==> src/rtl/pipe_hazard_tracker_pkg.sv <==
// Shared pipeline definitions for the hazard tracker: defaults, operand-select encoding
// and the per-stage bookkeeping entry.
package pipe_hazard_tracker_pkg;

    localparam int unsigned REG_W_DEF      = 4;
    localparam int unsigned DEPTH_DEF      = 3;
    localparam int unsigned LOAD_READY_DEF = 2;

    // Stage entries carry a fixed-width dest so the struct stays unparameterised;
    // REG_W must not exceed this.
    localparam int unsigned REG_W_MAX = 8;

    // Operand select value meaning "take the register file"
    localparam int unsigned SEL_RF = 0;

    typedef struct packed {
        logic                 valid;
        logic                 wb_en;
        logic                 mem_read;
        logic [REG_W_MAX-1:0] dest;
    } stage_entry_t;

endpackage

==> src/rtl/hazard_stage_cmp.sv <==
// Compares one in-flight stage entry against the ID source registers.
module hazard_stage_cmp
    import pipe_hazard_tracker_pkg::*;
#(
    parameter int unsigned REG_W = REG_W_DEF
) (
    input  stage_entry_t     entry_i,
    input  logic [REG_W-1:0] src1_i,
    input  logic [REG_W-1:0] src2_i,
    input  logic             src1_valid_i,
    input  logic             two_src_i,
    output logic             match1_o,
    output logic             match2_o,
    output logic             load_match_o
);

    logic writes;

    always_comb begin
        writes       = entry_i.valid & entry_i.wb_en;
        match1_o     = writes & src1_valid_i & (entry_i.dest == REG_W_MAX'(src1_i));
        match2_o     = writes & two_src_i & (entry_i.dest == REG_W_MAX'(src2_i));
        load_match_o = entry_i.mem_read & (match1_o | match2_o);
    end

endmodule

==> src/rtl/pipe_hazard_tracker.sv <==
// Tracks write-back destinations of instructions past ID, raising a stall request on
// unresolved RAW hazards and registering the EX operand forwarding selects.
module pipe_hazard_tracker
    import pipe_hazard_tracker_pkg::*;
#(
    parameter int unsigned REG_W      = REG_W_DEF,
    parameter int unsigned DEPTH      = DEPTH_DEF,
    parameter int unsigned LOAD_READY = LOAD_READY_DEF,
    parameter int unsigned CNT_W      = 16
) (
    input  logic                     clk,
    input  logic                     rst,
    input  logic                     forwardEn,
    input  logic                     issueValid,
    input  logic                     issueWbEn,
    input  logic                     issueMemRead,
    input  logic [REG_W-1:0]         issueDest,
    input  logic [REG_W-1:0]         src1,
    input  logic [REG_W-1:0]         src2,
    input  logic                     src1Valid,
    input  logic                     twoSrc,
    input  logic                     flush,
    output logic                     hazard,
    output logic [$clog2(DEPTH)-1:0] selSrc1,
    output logic [$clog2(DEPTH)-1:0] selSrc2,
    output logic [CNT_W-1:0]         stallCount
);

    localparam int unsigned SEL_W = $clog2(DEPTH);

    stage_entry_t     stage_q [DEPTH];
    stage_entry_t     stage_d [DEPTH];
    logic [DEPTH-1:0] match1;
    logic [DEPTH-1:0] match2;
    logic [DEPTH-1:0] load_match;
    logic [SEL_W-1:0] fwd1;
    logic [SEL_W-1:0] fwd2;
    logic [SEL_W-1:0] sel1_q, sel1_d;
    logic [SEL_W-1:0] sel2_q, sel2_d;
    logic [CNT_W-1:0] cnt_q, cnt_d;
    logic             raw_hazard;
    logic             issue_ok;

    for (genvar k = 0; k < DEPTH; k++) begin : g_cmp
        hazard_stage_cmp #(
            .REG_W (REG_W)
        ) u_cmp (
            .entry_i      (stage_q[k]),
            .src1_i       (src1),
            .src2_i       (src2),
            .src1_valid_i (src1Valid),
            .two_src_i    (twoSrc),
            .match1_o     (match1[k]),
            .match2_o     (match2[k]),
            .load_match_o (load_match[k])
        );
    end

    // The WB stage (DEPTH-1) writes the register file this cycle, so it never
    // causes a stall or a forward.
    always_comb begin
        raw_hazard = 1'b0;
        for (int k = 0; k < int'(DEPTH) - 1; k++) begin
            if (forwardEn) begin
                if (k < int'(LOAD_READY) - 1 && load_match[k]) begin
                    raw_hazard = 1'b1;
                end
            end else if (match1[k] || match2[k]) begin
                raw_hazard = 1'b1;
            end
        end
        hazard   = raw_hazard & issueValid & ~flush;
        issue_ok = issueValid & ~hazard & ~flush;
    end

    // Walk oldest to youngest so the youngest matching producer wins.
    always_comb begin
        fwd1 = SEL_W'(SEL_RF);
        fwd2 = SEL_W'(SEL_RF);
        for (int k = int'(DEPTH) - 2; k >= 0; k--) begin
            if (match1[k]) begin
                fwd1 = SEL_W'(k + 1);
            end
            if (match2[k]) begin
                fwd2 = SEL_W'(k + 1);
            end
        end
    end

    always_comb begin
        stage_d[0] = '0;
        if (issue_ok) begin
            stage_d[0].valid    = 1'b1;
            stage_d[0].wb_en    = issueWbEn;
            stage_d[0].mem_read = issueMemRead;
            stage_d[0].dest     = REG_W_MAX'(issueDest);
        end
        for (int k = 1; k < int'(DEPTH); k++) begin
            stage_d[k] = stage_q[k-1];
        end

        sel1_d = SEL_W'(SEL_RF);
        sel2_d = SEL_W'(SEL_RF);
        if (issue_ok && forwardEn) begin
            sel1_d = fwd1;
            sel2_d = fwd2;
        end

        cnt_d = cnt_q;
        if (hazard && (cnt_q != {CNT_W{1'b1}})) begin
            cnt_d = cnt_q + CNT_W'(1);
        end
    end

    always_ff @(posedge clk) begin
        if (rst) begin
            for (int k = 0; k < int'(DEPTH); k++) begin
                stage_q[k] <= '0;
            end
            sel1_q <= SEL_W'(SEL_RF);
            sel2_q <= SEL_W'(SEL_RF);
            cnt_q  <= '0;
        end else begin
            for (int k = 0; k < int'(DEPTH); k++) begin
                stage_q[k] <= stage_d[k];
            end
            sel1_q <= sel1_d;
            sel2_q <= sel2_d;
            cnt_q  <= cnt_d;
        end
    end

    assign selSrc1    = sel1_q;
    assign selSrc2    = sel2_q;
    assign stallCount = cnt_q;

endmodule

==> config.mk <==
export PLATFORM = sky130hd
export DESIGN_NAME = pipe_hazard_tracker
export DESIGN_NICKNAME = d
export VERILOG_FILES = /design/src/rtl/pipe_hazard_tracker_pkg.sv /design/src/rtl/hazard_stage_cmp.sv /design/src/rtl/pipe_hazard_tracker.sv
export SDC_FILE = /design/constraint.sdc
export NUM_CORES = 1
export LEC_CHECK = 0
export BUFFER_PORTS_ARGS = -buffer_cell sky130_fd_sc_hd__clkbuf_2
export CORE_ASPECT_RATIO = 0.8
export CORE_MARGIN = 3
export CORE_UTILIZATION = 52
export DETAILED_ROUTE_END_ITERATION = 8
export PLACE_DENSITY = 0.78
export SLEW_MARGIN = 30
export SYNTH_ARGS = -nofsm -noshare
export SYNTH_HDL_FRONTEND = slang
export SYNTH_HIERARCHICAL = 1
export SYNTH_SLANG_ARGS = --single-unit
==> constraint.sdc <==
create_clock -name clk -period 3.3 [get_ports clk]
set_clock_uncertainty 0.2 [all_clocks]
set_input_delay 0.66 -clock clk [delete_from_list [all_inputs] [get_ports clk]]
set_output_delay 0.66 -clock clk [all_outputs]
set_load 0.02 [all_outputs]
## Word level (Yosys, flattened, before mapping)

Memory sizes are Yosys's and may differ from the RTL's.
Index checks and enable logic that the tools add are counted.

- Input bits: 21
- Word-level logic and storage cells: 57
- Memories kept: 1
- RAM bits: 33
- Bits in registers: 20
- Output and inout bits: 21

- Eq/ne operators: 5
- Bitwise gates (word level): 22
- Mux-type cells: 16
- Add/subtract/negate cells: 1
- Reduce and logical (&&, ||, !) cells: 7

Memory list:

| name | words | bits a word | rd ports | clocked after Yosys merged registers in | write ports | line | RTL |
|---|---|---|---|---|---|---|---|
| stage_q | 3 | 11 | 2 | 0 | 3 | pipe_hazard_tracker.sv:31 | `stage_entry_t stage_q [DEPTH];` |

Operator list:

| operator | number |
|---|---|
| 11-bit two-way mux | 4 |
| 8-bit by 4-bit == test with 1-bit output | 4 |
| 16-bit by 1-bit adder with 16-bit output, second input constant | 1 |
| 16-bit inequality test, second input constant | 1 |
| 1-bit bitwise AND | 15 |
| 1-bit two-way mux | 10 |
| 3-bit OR reduction | 2 |
| 2-bit two-way mux | 2 |
| 1-bit OR | 4 |
| 1-bit NOT | 3 |
| 1-bit logical AND | 2 |
| 1-bit logical OR | 2 |
| 2-bit OR reduction | 1 |

## Longest topological paths before layout

Gate-level depths: netlist (run 1).
An unclocked memory read counts as a cell.

- Depth in word-level cells: 18
- Mapped depth: 10
- Depth with buffers taken out: 9

## By module

Netlist (run 1), hierarchy kept.

By module, submodules not included:

| module | area each (µm²) | cells each | seq. area each (µm²) | times used |
|---|---|---|---|---|
| pipe_hazard_tracker | 1441.4 | 151 | 680.7 | 1 |
| hazard_stage_cmp | 130.1 | 18 | 0.0 | 2 |

## Worst setup path before layout (run 1)

No wires, ideal clock.

- Path type: input port to output port
- Start: input src1[0]
- End: output hazard
- Data required time: 2440 ps
- Path slack: 495 ps
- Stages: 7
- Buffers on the path: 0
- Data arrival time: 1945 ps
- Cells stage by stage: xor2_1 > nor3_1 > nand3_1 > nor2_1 > or4_4 > o211ai_4 > inv_4

- Longest elaborated chain between the ends: 10
- Elaborated cells between the ends (all ways): 15
- Classes of those cells: 2 x eq/ne; 5 x mux; 6 x bitwise; 2 x reduce/logical

Ends and longest elaborated chain:

| what | line | RTL |
|---|---|---|
| start: declaration | pipe_hazard_tracker.sv:18 | `input logic [REG_W-1:0] src1,` |
| 8-bit by 4-bit == test with 1-bit output | hazard_stage_cmp.sv:21 | `match1_o = writes & src1_valid_i & (entry_i.dest == REG_W_MAX'(src1_i));` |
| 1-bit bitwise AND | hazard_stage_cmp.sv:21 |  |
| 1-bit OR | hazard_stage_cmp.sv:23 | `load_match_o = entry_i.mem_read & (match1_o \| match2_o);` |
| 1-bit bitwise AND | hazard_stage_cmp.sv:23 |  |
| 1-bit two-way mux | pipe_hazard_tracker.sv:65 | `if (k < int'(LOAD_READY) - 1 && load_match[k]) begin` |
| 1-bit two-way mux | pipe_hazard_tracker.sv:64 | `if (forwardEn) begin` |
| 1-bit two-way mux | pipe_hazard_tracker.sv:68 | `end else if (match1[k] \|\| match2[k]) begin` |
| 1-bit two-way mux (*) | pipe_hazard_tracker.sv:64 |  |
| 1-bit bitwise AND (*) (2 in series) | pipe_hazard_tracker.sv:72 | `hazard = raw_hazard & issueValid & ~flush;` |
| end: declaration | pipe_hazard_tracker.sv:23 | `output logic hazard,` |

Mark *: on every way between the ends. The rest lies on a longest branch, timed or not.

## Worst setup path after layout (run 1)

- Start: input src1[3]
- End: output hazard

Same word-level chain as after synthesis.

==> results.py, run 1 <==
metrics = {
    "timing": {
        "fin_worst_hold_slack_ns": 0.2658,
        "layout_worst_path_cycle_share_pct": 92.48,
        "rsz0062_at_grt": "no",
        "setup_viol": 0,
        "maxClockFrequency_mhz": 327.7,
        "timing.setup.tns_ns": 0,
        "final_critical_period_ns": 3.052,
        "slew_headroom_pct": 40.46,
        "worstMarginPinSlew_ns": 0.8849,
        "hold_violations": 0,
        "slew_violations": 0,
    },
    "placement": {
        "globalplace.congestion": 0.8707,
        "post_dp_cell_area_mm2": 0.001927,
        "placedCellCount": 266,
        "io_buffer_count": 41,
        "detailedPlacementHpwl_um": 2886,
    },
    "cts": {
        "clk_latency_ns": 0.29,
        "cts.root.buffer_cell": "sky130_fd_sc_hd__clkbuf_8",
        "cts-root-to-sink-buffers": 2,
        "clock-sinks": 33,
        "cts_tree": "done",
        "cts.repair.resized": 0,
        "htree_levels": 2,
        "cts_hold_buffers": 0,
        "cts.clk_slew.worst_paths_ns": 0.07,
        "post-cts-setup-buffer-count": 0,
        "numCtsBuffers": 5,
    },
    "finish": {
        "layout.core_utilization_pct": 69.59,
        "stdcell_count": 274,
        "finish.net_count": 257,
        "final_area_mm2": 0.002013,
        "antennaDiodeCount": 0,
        "syn2layout_area_growth_pct": 21.34,
        "drive_gt1_share_pct": 28.39,
    },
    "setup_path": {
        "worst_setup_path_end_kind": "primary output",
        "worstSetupStartpointType": "input pin",
        "crit_type": "in -> out",
        "ff2ff_path_depth": 9,
        "startpoint": "src1[3]",
        "ff2ff_setup_slack_ns": 0.62,
        "worstSetupEndpoint": "hazard",
        "data_required_time_of_the_critical_path_ns": 2.44,
        "timing.critical_path.fanout_max": 5,
        "launch_instance_of_the_worst_register_to_register_path": "stage_q[0][0]",
        "worst_ep_arrival_time_ns": 2.19,
        "reg2reg_to": "stallCount[12]",
    },
    "floorplanning": {
        "fp.dieW_um": 69.15,
        "rows": 17,
        "design.portCount": 42,
        "die_area_mm2": 0.003908,
        "coreArea_mm2": 0.002893,
        "die-height_um": 56.52,
        "floorplan.initialDensity_pct": 57.35,
    },
    "power_and_ir_drop": {
        "cellPowerDensity_mw_per_mm2": 374.5,
        "leakage_uw": 0.0008313,
        "power.ir.vdd_worst_mv": 0.2039,
    },
    "global_routing": {
        "number_of_antenna_violations_at_the_first_check_in_global_routing": 0,
        "grt_start_max_net_pins": 33,
        "grt_first_pass_wirelength_um": 6396,
        "via_count_of_the_first_global_routing_pass": 1424,
        "grt_util_all_layers_pct": 20.86,
        "global_route.overflow_total": 0,
    },
    "drt": {
        "detail_route.iter0.violations": 105,
        "drt-pass1-iter-count": 4,
        "routed_wl_um": 3939,
        "vias": 1530,
        "route.detailed.drc": 0,
        "final_antenna_net_count": 0,
        "routed_via_density": 5.584,
        "routedWlPerCell_um": 14.38,
    },
    "yosys": {
        "postSynthCellCount": 183,
        "synth.avg_cell_area_um2": 9.066,
        "post_synth_instance_area_mm2": 0.001659,
        "synth_warnings": 6,
    },
    "job": {
        "drv.max_cap_violation_count": 0,
    },
    "worst_hold_path": {
        "worstHoldStart": "stage_q[0][9]",
        "min-delay-path-class": "reg -> reg",
    },
    "outcome": {
        "run_status": "completed",
    },
}
## routing by layer
metal	vias up	track usage (%)	wire, um
met5	-	0	0
met4	0	8.357	56
met3	7	5.725	272
met2	51	35.46	1963
met1	712	24.92	1647
li1	760	-	-
## worst min-delay path by stage
stage                                end  slack (ns)  cells after the start
after floorplan           stage_q[0][20]        0.24                      1
after global placement    stage_q[0][20]        0.24                      1
after detailed placement  stage_q[0][21]        0.25                      1
after CTS                 stage_q[0][20]        0.27                      1
after global routing      stage_q[0][20]        0.29                      1
final                     stage_q[0][20]        0.27                      1
## per-stage QoR
stage / total power, uW / setup WS, ns
3_3_place_gp: 466.1 / 0.3006
2_1_floorplan: 446.5 / 0.4948
3_5_place_dp: 468.6 / 0.2324
4_1_cts: 760.5 / 0.2523
6_report: 753.9 / 0.2483
5_1_grt: 787.7 / 0.1383
## worst max-delay path, cell delays in order
cell and delay (ns):
sky130_fd_sc_hd__clkbuf_2 0.11, sky130_fd_sc_hd__xor2_1 0.15, sky130_fd_sc_hd__nor3_1 0.08, sky130_fd_sc_hd__nand3_1 0.12
sky130_fd_sc_hd__nor2_1 0.08, sky130_fd_sc_hd__or4_4 0.56, sky130_fd_sc_hd__o211ai_4 0.21, sky130_fd_sc_hd__inv_4 0.07
sky130_fd_sc_hd__clkbuf_2 0.16
## power breakdown
part	leakage, uW	internal, uW	switching [uW]
clock network	0.0000439	145	148
registers	0.000267	402	3.73
logic	0.000521	24.1	30.4
## layout make-up
| cell class | count | area (um^2) |
|---|---|---|
| Tap cell | 38 | 47.55 |
| Clock inverter | 3 | 17.52 |
| Inverter | 5 | 21.27 |
| Sequential cell | 33 | 660.6 |
| Clock buffer | 5 | 68.82 |
| Fill cell | 251 | 879.6 |
| Timing Repair Buffer | 43 | 220.2 |
| Multi-Input combinational cell | 147 | 977.2 |
## sequential cells by signal (all words and copies together), names as in the netlist
name / flops
stallCount: 16
stage_q: 13
selSrc2: 2
selSrc1: 2
## cell usage in the layout (no fill, tap or decap), types with 6 or more instances in the layout
cell type and n:
sky130_fd_sc_hd__and2_1 6, sky130_fd_sc_hd__nand3_1 12, sky130_fd_sc_hd__mux2_2 9, sky130_fd_sc_hd__conb_1 8
sky130_fd_sc_hd__nor2_1 16, sky130_fd_sc_hd__xor2_1 12, sky130_fd_sc_hd__nor4_1 13, sky130_fd_sc_hd__nor3_1 7
sky130_fd_sc_hd__dfxtp_1 33, sky130_fd_sc_hd__nor2b_1 15, sky130_fd_sc_hd__clkbuf_2 41
No activity file was read; power rests on OpenSTA's default activity.
==> run 2: changes to the inputs <==
Settings changed: ABC_AREA set to 1, ABC_CLOCK_PERIOD_IN_PS set to 3300, CORE_UTILIZATION 52 to 55, PLACE_DENSITY 0.78 to 0.8.
==> results.py, run 2 <==
metrics = {
    "outcome": {
        "run_status": "completed",
    },
    "placement": {
        "globalplace.congestion": 0.8191,
        "io_buffer_count": 41,
        "detailedPlacementHpwl_um": 3314,
        "post_dp_cell_area_mm2": 0.002228,
    },
    "global_routing": {
        "number_of_antenna_violations_at_the_first_check_in_global_routing": 0,
        "grt_start_max_net_pins": 22,
        "via_count_of_the_first_global_routing_pass": 1683,
        "grt_util_all_layers_pct": 22.60,
        "global_route.overflow_total": 0,
        "grt_first_pass_wirelength_um": 7534,
    },
    "drt": {
        "routed_via_density": 4.765,
        "drt-pass1-iter-count": 4,
        "final_antenna_net_count": 0,
        "vias": 1968,
        "route.detailed.drc": 0,
        "detail_route.iter0.violations": 191,
        "routed_wl_um": 4398,
        "routedWlPerCell_um": 10.65,
    },
    "cts": {
        "htree_levels": 2,
        "clk_latency_ns": 0.29,
        "cts_tree": "done",
        "post-cts-setup-buffer-count": 0,
        "cts_hold_buffers": 0,
        "cts.repair.resized": 0,
        "clock-sinks": 33,
        "cts.root.buffer_cell": "sky130_fd_sc_hd__clkbuf_8",
        "cts.clk_slew.worst_paths_ns": 0.06,
        "numCtsBuffers": 5,
        "cts-root-to-sink-buffers": 2,
    },
    "setup_path": {
        "worst_setup_path_end_kind": "primary output",
        "worstPathCellList": "clkbuf_2, inv_1, nand2_1, nand2_1, nor2_1, nand3_1, a21oi_2, nor2_1, nor2_1, nand2_1, inv_1, clkbuf_2",
        "ff2ff_setup_slack_ns": 1.00,
        "crit_path_top_delay_cell": "sky130_fd_sc_hd__clkbuf_2",
        "worst_ep_arrival_time_ns": 1.85,
        "data_required_time_of_the_critical_path_ns": 2.44,
        "timing.critical_path.fanout_max": 4,
        "ff2ff_path_depth": 13,
        "worst_path_largest_cell_delay_ns": 0.16,
        "worstSetupEndpoint": "hazard",
        "startpoint": "src2[0]",
        "crit_type": "in -> out",
        "worstSetupStartpointType": "input pin",
        "reg2reg_to": "stallCount[2]",
        "launch_instance_of_the_worst_register_to_register_path": "stage_q[0][1]",
    },
    "floorplanning": {
        "die-height_um": 59.68,
        "rows": 18,
        "floorplan.initialDensity_pct": 60.65,
        "design.portCount": 42,
        "coreArea_mm2": 0.003266,
        "die_area_mm2": 0.004362,
        "fp.dieW_um": 73.10,
    },
    "yosys": {
        "synth_warnings": 6,
        "postSynthCellCount": 322,
        "post_synth_instance_area_mm2": 0.001981,
        "synth.avg_cell_area_um2": 6.151,
    },
    "finish": {
        "syn2layout_area_growth_pct": 18.57,
        "final.fill_count": 299,
        "final_cell_mix": "102 x sky130_fd_sc_hd__nand2_1, 49 x sky130_fd_sc_hd__inv_1, 48 x sky130_fd_sc_hd__nor2_1, 41 x sky130_fd_sc_hd__clkbuf_2, 33 x sky130_fd_sc_hd__dfxtp_1",
        "finish.net_count": 394,
        "final_area_mm2": 0.002349,
        "drive_gt1_share_pct": 22.79,
        "mostFrequentLayoutCell": "sky130_fd_sc_hd__nand2_1",
        "flip_flop_count_of_the_largest_register_all_copies_and_words_added": 16,
        "antennaDiodeCount": 0,
    },
    "power_and_ir_drop": {
        "leakage_uw": 0.001109,
        "power.ir.vdd_worst_mv": 0.2815,
        "cellPowerDensity_mw_per_mm2": 370.0,
    },
    "timing": {
        "slew_headroom_pct": 64.17,
        "setup_viol": 0,
        "hold_violations": 0,
        "timing.setup.tns_ns": 0,
        "worstMarginPinSlew_ns": 0.5374,
        "layout_worst_path_cycle_share_pct": 82.02,
        "maxClockFrequency_mhz": 369.5,
        "rsz0062_at_grt": "no",
        "final_critical_period_ns": 2.706,
        "slew_violations": 0,
    },
    "worst_hold_path": {
        "min-delay-path-class": "reg -> reg",
    },
    "job": {
        "drv.max_cap_violation_count": 0,
    },
}
-- run 2: worst max-delay path, delay by kind of cell --
kind / cells / cell delay [ns]
simple gates: 7 / 0.62
buf+inv: 4 / 0.42
compound gates: 1 / 0.15
-- run 2: layout make-up --
type | count | area [um^2] | share of cell area [%]
clock buffers | 6 | 82.58 | 3.516
clock inverters | 2 | 37.54 | 1.598
inverters | 59 | 226.5 | 9.643
multi-input cells | 232 | 1086 | 46.24
flip-flops and latches | 33 | 660.6 | 28.13
well taps | 40 | 50.05 | 2.131
repair buffers | 41 | 205.2 | 8.737
-- run 2: report_power, final --
group / switching, uW / internal, uW
registers: 5.06 / 403
clock network: 149 / 245
logic: 42.4 / 24.4
-- run 2: routing by layer --
metal / routed length (um) / global-route usage (%) / share of wire, %
met3: 340 / 4.874 / 7.7
met5: 0 / 0 / 0
met1: 2256 / 34.37 / 51
met4: 50 / 7.632 / 1.1
met2: 1750 / 31.08 / 40
-- run 2: per-stage QoR --
| step | cells | util, % | setup WS [ns] | hold WS (ns) | power (uW) |
|---|---|---|---|---|---|
| floorplan | 329 | - | 0.9699 | 0.2304 | 458.5 |
| global route | 413 | 71.92 | 0.4192 | 0.2906 | 905.5 |
| global placement | 405 | 68.24 | 0.6663 | 0.2516 | 481.9 |
| detailed placement | 405 | 68.24 | 0.5929 | 0.2556 | 483.2 |
| CTS | 413 | 71.92 | 0.5810 | 0.2683 | 878.4 |
| finish | 413 | 71.92 | 0.5935 | 0.2636 | 868.9 |
-- run 2: worst min path at each step --
| stage | startpoint | endpoint | slack, ns | cells past startpoint |
|---|---|---|---|---|
| global route | stage_q[0][9] | stage_q[0][20] | 0.29 | 2 |
| CTS | stage_q[0][9] | stage_q[0][20] | 0.27 | 2 |
| floorplan | stage_q[0][9] | stage_q[0][20] | 0.23 | 2 |
| finish | stage_q[0][9] | stage_q[0][20] | 0.26 | 2 |
| detailed placement | stage_q[0][9] | stage_q[0][20] | 0.26 | 2 |
| global placement | stage_q[0][2] | stage_q[0][13] | 0.25 | 2 |
==> run 3: changes to the inputs <==
Settings changed: ABC_CLOCK_PERIOD_IN_PS 3300 to 2600.
Clock period 3.3 ns to 2.6 ns, I/O delays scaled along.
==> results.py, run 3 (same netlist as run 2, synthesis figures left out) <==
metrics = {
    "job": {
        "drv.max_cap_violation_count": 0,
    },
    "finish": {
        "syn2layout_area_growth_pct": 18.13,
        "finish.net_count": 396,
        "flip_flop_count_of_the_largest_register_all_copies_and_words_added": 16,
        "stdcell_count": 415,
        "multi_input_area_mm2": 0.001086,
        "final_cell_mix": "102 x sky130_fd_sc_hd__nand2_1, 49 x sky130_fd_sc_hd__inv_1, 48 x sky130_fd_sc_hd__nor2_1, 41 x sky130_fd_sc_hd__clkbuf_2, 32 x sky130_fd_sc_hd__dfxtp_1",
        "regArea_um2": 661.9,
        "final.fill_count": 280,
        "final_area_mm2": 0.002340,
        "drive_gt1_share_pct": 23.20,
        "antennaDiodeCount": 0,
        "layout.core_utilization_pct": 71.65,
        "mostFrequentLayoutCell": "sky130_fd_sc_hd__nand2_1",
    },
    "timing": {
        "setup_viol": 0,
        "layout_worst_path_cycle_share_pct": 95.30,
        "slew_violations": 0,
        "timing.setup.tns_ns": 0,
        "hold_violations": 0,
        "final_critical_period_ns": 2.478,
        "maxClockFrequency_mhz": 403.6,
        "rsz0062_at_grt": "no",
    },
    "drt": {
        "final_antenna_net_count": 0,
        "routed_wl_um": 4395,
        "vias": 2029,
        "routedWlPerCell_um": 10.59,
        "routed_via_density": 4.889,
        "detail_route.iter0.violations": 208,
        "drt-pass1-iter-count": 5,
        "route.detailed.drc": 0,
    },
    "cts": {
        "numCtsBuffers": 5,
        "cts_hold_buffers": 0,
        "cts.repair.resized": 0,
        "clk_latency_ns": 0.28,
        "htree_levels": 2,
        "cts.root.buffer_cell": "sky130_fd_sc_hd__clkbuf_8",
        "clock-sinks": 33,
        "post-cts-setup-buffer-count": 0,
        "cts-root-to-sink-buffers": 2,
        "cts.clk_slew.worst_paths_ns": 0.07,
        "cts_tree": "done",
    },
    "setup_path": {
        "worst_path_largest_cell_delay_ns": 0.41,
        "crit_path_top_delay_cell": "sky130_fd_sc_hd__dfxtp_1",
        "worstPathCellList": "inv_2, nand2_1, nand2_1, nor2_1, nand3_1, a21oi_2, nor2_1, nor2_1, nand2_1, inv_1, clkbuf_2",
        "ff2ff_setup_slack_ns": 0.51,
        "startpoint": "stage_q[0][0]",
        "worstSetupEndpoint": "hazard",
        "worst_ep_arrival_time_ns": 1.76,
        "path_depth": 11,
        "launch_instance_of_the_worst_register_to_register_path": "stage_q[0][0]",
        "crit_type": "reg -> out",
        "worst_setup_path_end_kind": "primary output",
        "worstSetupStartpointType": "register",
        "path_delay_family": "simple AND/OR/NAND/NOR gates",
        "ff2ff_path_depth": 14,
        "data_required_time_of_the_critical_path_ns": 1.88,
        "reg2reg_to": "stallCount[0]",
        "timing.critical_path.fanout_max": 4,
        "timing.critical_path.buf_inv": 3,
    },
    "placement": {
        "post_dp_cell_area_mm2": 0.002256,
        "placedCellCount": 407,
        "io_buffer_count": 41,
        "globalplace.congestion": 0.8389,
        "detailedPlacementHpwl_um": 3395,
    },
    "global_routing": {
        "grt_first_pass_wirelength_um": 7238,
        "grt_start_max_net_pins": 21,
        "number_of_antenna_violations_at_the_first_check_in_global_routing": 0,
        "via_count_of_the_first_global_routing_pass": 1659,
        "global_route.overflow_total": 0,
        "grt_util_all_layers_pct": 21.30,
    },
    "floorplanning": {
        "die_area_mm2": 0.004362,
        "design.portCount": 42,
        "die-height_um": 59.68,
        "fp.dieW_um": 73.10,
        "floorplan.initialDensity_pct": 60.65,
        "rows": 18,
        "coreArea_mm2": 0.003266,
    },
    "worst_hold_path": {
        "min-delay-path-class": "in -> reg",
    },
    "power_and_ir_drop": {
        "cellPowerDensity_mw_per_mm2": 414.8,
        "p_sw_uw": 240.3,
        "power.ir.vdd_worst_mv": 0.3842,
        "power_internal_uw": 730.2,
        "leakage_uw": 0.001110,
        "p_clk_share_pct": 37.6,
        "power_frac_comb_pct": 9.0,
        "seq_power_share_pct": 53.3,
        "switching_share_pct": 24.76,
    },
    "outcome": {
        "run_status": "completed",
    },
}
## run 3: final cells by class
class / instances / share of cell area (%)
Tap cell: 40 / 2.139
Clock buffer: 6 / 3.102
Sequential cell: 33 / 28.29
Inverter: 59 / 9.679
Multi-Input combinational cell: 232 / 46.42
Clock inverter: 2 / 0.4278
Timing Repair Buffer: 43 / 9.947
## run 3: worst min path at each step
stage / cells past startpoint / from / slack, ns / end
6_report: 3 / issueDest[0] / 0.24 / stage_q[0][0]
4_1_cts: 3 / issueMemRead / 0.23 / stage_q[0][8]
3_5_place_dp: 2 / stage_q[0][10] / 0.26 / stage_q[0][21]
2_1_floorplan: 2 / stage_q[0][9] / 0.23 / stage_q[0][20]
3_3_place_gp: 2 / stage_q[0][2] / 0.25 / stage_q[0][13]
5_1_grt: 3 / issueDest[0] / 0.24 / stage_q[0][0]
## run 3: through the flow
stage | setup slack [ns] | total power [uW] | hold WS, ns
2_1_floorplan | 0.5499 | 581.9 | 0.2304
3_3_place_gp | 0.2473 | 614.4 | 0.2513
3_5_place_dp | 0.1979 | 615.7 | 0.2584
4_1_cts | 0.1322 | 978.6 | 0.2308
5_1_grt | 0.002845 | 1008 | 0.2407
6_report | 0.1222 | 970.5 | 0.2360
## run 3: worst register-to-register path: cells and delay by family, from the launching register on
kind,cells,cell delay (ns)
compound gates,1,0.15
buf+inv,3,0.29
flops,1,0.41
simple gates,10,0.93
## run 3: power by group through the flow
stage / combinational, uW / clock (uW) / sequential [uW]
floorplan: 53.2 / 0 / 529
CTS: 87.2 / 374 / 517
finish: 87.8 / 365 / 518
detailed placement: 86.6 / 0 / 529
global route: 100 / 390 / 518
global placement: 85.6 / 0 / 529
## run 3: metal layers
| layer | wire (um) | track usage, % | share of wire, % |
|---|---|---|---|
| met2 | 1688 | 29.30 | 38 |
| met4 | 61 | 5.789 | 1.4 |
| met3 | 376 | 4.874 | 8.6 |
| met1 | 2268 | 32.82 | 52 |
| met5 | 0 | 0 | 0 |
